===== config.mk =====
export PLATFORM = sky130hd
export DESIGN_NAME = three_way_block_packer
export DESIGN_NICKNAME = d
export VERILOG_FILES = /design/src/rtl/three_way_block_packer.sv
export SDC_FILE = /design/constraint.sdc
export NUM_CORES = 1
export LEC_CHECK = 0
export BUFFER_PORTS_ARGS = -buffer_cell sky130_fd_sc_hd__buf_2
export CAP_MARGIN = 25
export CORE_MARGIN = 2
export CORE_UTILIZATION = 54
export CTS_CLUSTER_DIAMETER = 150
export DETAILED_ROUTE_END_ITERATION = 10
export GPL_ROUTABILITY_DRIVEN = 0
export PLACE_DENSITY = 0.79
export SYNTH_ARGS = -nofsm -noshare
export SYNTH_HDL_FRONTEND = slang
export SYNTH_SLANG_ARGS = --single-unit

===== constraint.sdc =====
create_clock -name clk -period 5.6 [get_ports clk]
set_clock_uncertainty 0.15 [all_clocks]
set_input_delay 0.84 -clock clk [delete_from_list [all_inputs] [get_ports clk]]
set_output_delay 0.84 -clock clk [all_outputs]
set_load 0.02 [all_outputs]

===== src/rtl/three_way_block_packer.sv =====
// three_way_block_packer: packs 32-bit stream words into zero-padded 96-bit blocks,
// flushing early on tlast, with a single registered output slot.
module three_way_block_packer (
    input  logic        clk,
    input  logic        rst,
    input  logic [31:0] s_axis_tdata,
    input  logic        s_axis_tvalid,
    input  logic        s_axis_tlast,
    output logic        s_axis_tready,
    output logic [95:0] m_axis_tdata,
    output logic        m_axis_tvalid,
    output logic        m_axis_tlast,
    output logic [1:0]  m_axis_tnwords,
    input  logic        m_axis_tready
);
    logic [1:0]  cnt;
    logic [63:0] acc;
    logic [95:0] blk;
    logic        s_xfer;
    logic        done;

    assign s_axis_tready = !m_axis_tvalid || m_axis_tready;
    assign s_xfer = s_axis_tvalid && s_axis_tready;
    assign done = s_xfer && (cnt == 2'd2 || s_axis_tlast);
    // Words above the current index are always zero in acc, so padding comes for free.
    assign blk = {cnt == 2'd2 ? s_axis_tdata : 32'd0,
                  cnt == 2'd1 ? s_axis_tdata : acc[63:32],
                  cnt == 2'd0 ? s_axis_tdata : acc[31:0]};

    always_ff @(posedge clk) begin
        if (rst) begin
            cnt <= 2'd0;
            acc <= 64'd0;
            m_axis_tdata <= 96'd0;
            m_axis_tvalid <= 1'b0;
            m_axis_tlast <= 1'b0;
            m_axis_tnwords <= 2'd0;
        end else begin
            if (m_axis_tvalid && m_axis_tready)
                m_axis_tvalid <= 1'b0;
            if (done) begin
                m_axis_tdata <= blk;
                m_axis_tvalid <= 1'b1;
                m_axis_tlast <= s_axis_tlast;
                m_axis_tnwords <= cnt + 2'd1;
                cnt <= 2'd0;
                acc <= 64'd0;
            end else if (s_xfer) begin
                acc <= blk[63:0];
                cnt <= cnt + 2'd1;
            end
        end
    end
endmodule


==> run summary <==
status = finished clean
Via Count = 5,414
FF/Latch Area = 0.003323 sq mm
number of global-route vias before repair = 5,207
final instance area = 0.008147 sq mm
GR peak layer = met2
CP required = 5.74 ns
layout cell share with drive strength beyond 1 = 33.70%
CP endpoint kind = flip-flop
I/O pin total = 138
Crit. Startpoint = cnt[0]$_SDFFE_PP0P_
period utilisation layout = 47.67%
area of the multi-input gates = 0.003136 sq mm
most frequent cells in the layout = dfxtp_1 (166), buf_2 (137), a21oi_1 (70)
cts hold-fix bufs = 0
initial antenna violation count = 0
Placed Area = 0.007486 sq mm
Pre-Repair DR Iteration Count = 5
Clock Tree Buf Depth = 2
Critical Path Slowest Stage Cell = nand2_1
Clock Latency Late Sink = 0.42 ns
Mapped Nets = 661
path type of the worst setup path = reg2reg
CP Launch Type = flip-flop
post-CTS sizing = 0
first-pass GRT wire length = 26.63 mm
CTS tree = yes
total congestion overflow = 0
# DRC = 0
Hold Path Sink = m_axis_tlast$_SDFFE_PP0P_
maximum clock frequency = 374.6 MHz
unrepaired setup endpoints after global routing = false
cts bufs inserted = 17
commonest non-fill, non-tap cell in the layout = dfxtp_1
Worst Reg2Reg Path Length in Cells = 6
Rows = 41
Worst Hold Depth = 2
syn avg cell area = 11.00 sq um
sequential area share after synthesis = 48.63%
Hold Crit Start = m_axis_tlast$_SDFFE_PP0P_
GR Layer Usage met3 = 5.553%
max_slew headroom = 31.05%
die area = 0.01357 sq mm
PwrDens = 340.7 mW/mm^2
worst vdd ir = 174.8 uV
post-route setup TNS = 0 ns
Area Overhead vs Synth = 19.21%
met1 GRT Util = 33.63%
Seq cells post-synth = 166
fin nets = 761
DRT antenna net count = 0
pin count of the biggest net entering global routing = 73
HP Class = reg2reg
Ys Warns = 0
met2 track demand over resource = 39.42%
total wire length = 17.06 mm
worst r2r dst = acc[21]$_SDFFE_PP0P_
Die W = 116.5 um
initial core utilization = 54.82%
Yosys cell types = 29
Root Driver = clkbuf_16
overall routing resource usage = 25.08%
Setup WS pre-CTS = 2.413 ns
reg2reg start = cnt[0]$_SDFFE_PP0P_
Post-DP HPWL = 10.69 mm
worst-margin pin slew = 1.032 ns
setup slack after layout = 2.931 ns
max incr delay on CP = 0.60 ns
WP data arrival = 2.81 ns
Reg clk slew, reported paths = 0.06 ns
post-CTS setup repair buffer count = 0
H-tree level count = 4
Final min period = 2.669 ns
WP buf/inv = 2
Mapped Area = 0.006834 sq mm
CP delay by family, top = compound AO/OA/AOI/OAI gates
Setup Viol. Count Final = 0
max-slew violations = 0
fillcell total = 942
DR vias/cell = 5.976
DRT iter0 DRCs = 439
Core Box Area = 0.01247 sq mm
routed len/inst = 18.83 um
reg2reg setup slack = 2.93 ns
crit path cell chain = inv_1 -> ha_2 -> buf_12 -> nand2_1 -> o21ai_0 -> a21oi_1
LEAKAGE = 0.003323 uW
Fin. Hold Viols = 0
clk sinks = 166
synthesized instance count = 621
input/output buffers = 137
CP Max Fanout = 32
MaxCap Viol Count = 0
Die H = 116.5 um
synth_stat cells:
library cell | number | area [sq um]
dfxtp_1 | 166 | 3323
a21oi_1 | 70 | 350.3
nand3_1 | 67 | 335.3
o21ai_0 | 66 | 330.3
mux2i_1 | 64 | 640.6
o2bb2ai_2 | 54 | 810.8
clkbuf_1 | 38 | 142.6
a22o_1 | 32 | 280.3
buf_2 | 14 | 70.07
buf_8 | 6 | 90.09
o2bb2ai_4 | 6 | 165.2
buf_4 | 5 | 37.54
o2bb2ai_1 | 4 | 35.03
ha_1 | 3 | 37.54
inv_1 | 3 | 11.26
o31ai_1 | 3 | 22.52
and2_1 | 2 | 12.51
buf_1 | 2 | 7.510
buf_6 | 2 | 22.52
inv_2 | 2 | 7.510
nand2_1 | 2 | 7.510
nand4_1 | 2 | 12.51
nor2_1 | 2 | 7.510
a31o_2 | 1 | 8.760
a31oi_4 | 1 | 21.27
nor2b_4 | 1 | 13.76
nor4_2 | 1 | 12.51
or2_0 | 1 | 6.260
or4_4 | 1 | 11.26
worst register-to-register path: cells and delay by family, from the launching register on:
kind            cells  cell delay, ns
fa+ha+maj           1            0.45
compound gates      2            0.61
buf+inv             2            0.39
flops               1            0.33
simple gates        1            0.60
state kept, by name (all words and copies together), names as in the netlist:
| name | flops |
|---|---|
| m_axis_tdata | 96 |
| acc | 64 |
| cnt | 2 |
| m_axis_tnwords | 2 |
| m_axis_tlast | 1 |
| m_axis_tvalid | 1 |
worst max path at each step:
stage | to | slack [ns] | cells after the start
2_1_floorplan | s_axis_tready | 3.10 | 4
3_3_place_gp | m_axis_tdata[1]$_SDFFE_PP0P_ | 2.52 | 5
3_5_place_dp | acc[32]$_SDFFE_PP0P_ | 2.41 | 5
4_1_cts | acc[32]$_SDFFE_PP0P_ | 2.37 | 5
5_1_grt | acc[20]$_SDFFE_PP0P_ | 2.70 | 6
6_report | acc[21]$_SDFFE_PP0P_ | 2.93 | 6
final cells by class:
cell class / instances / share of cell area, %
Tap cell: 172 / 2.642
Multi-Input combinational cell: 383 / 38.49
Antenna cell: 1 / 0.03072
Sequential cell: 166 / 40.79
Clock buffer: 23 / 6.113
Timing Repair Buffer: 148 / 10.23
Clock inverter: 8 / 1.474
Inverter: 5 / 0.2304
metal layers:
| metal | share of wire, % | up-vias | wire length [um] |
|---|---|---|---|
| met5 | 0 | - | 0 |
| met4 | 1.8 | 0 | 306 |
| met3 | 6.5 | 28 | 1101 |
| met2 | 48 | 227 | 8235 |
| met1 | 43 | 2645 | 7415 |
| li1 | - | 2514 | - |
power breakdown:
group | switching (uW) | internal [uW] | total (uW)
combinational | 206 | 110 | 316
sequential | 26.4 | 1220 | 1250
clock | 455 | 756 | 1210
total | 687 | 2090 | 2780
metrics by stage:
| step | std cells | hold WS (ns) | power [uW] | utilization, % |
|---|---|---|---|---|
| CTS | 903 | 0.3209 | 2778 | 65.01 |
| detailed placement | 872 | 0.3025 | 1581 | 60.05 |
| global route | 905 | 0.3262 | 2858 | 65.33 |
| floorplan | 621 | 0.3032 | 1490 | - |
| finish | 906 | 0.3162 | 2775 | 65.35 |
| global placement | 869 | 0.2999 | 1561 | 59.55 |
kinds of logic (layout without fill, tap and decap cells):
logic type | count (synthesis) | count (layout) | synth area share [%]
flops | 166 | 166 | 48.63
mux | 64 | 64 | 9.374
other cells | 0 | 1 | 0
buf+inv | 72 | 184 | 5.694
simple gates | 79 | 79 | 6.133
fa+ha+maj | 3 | 3 | 0.5493
compound gates | 237 | 237 | 29.62
(Power assumes the default switching activity.)
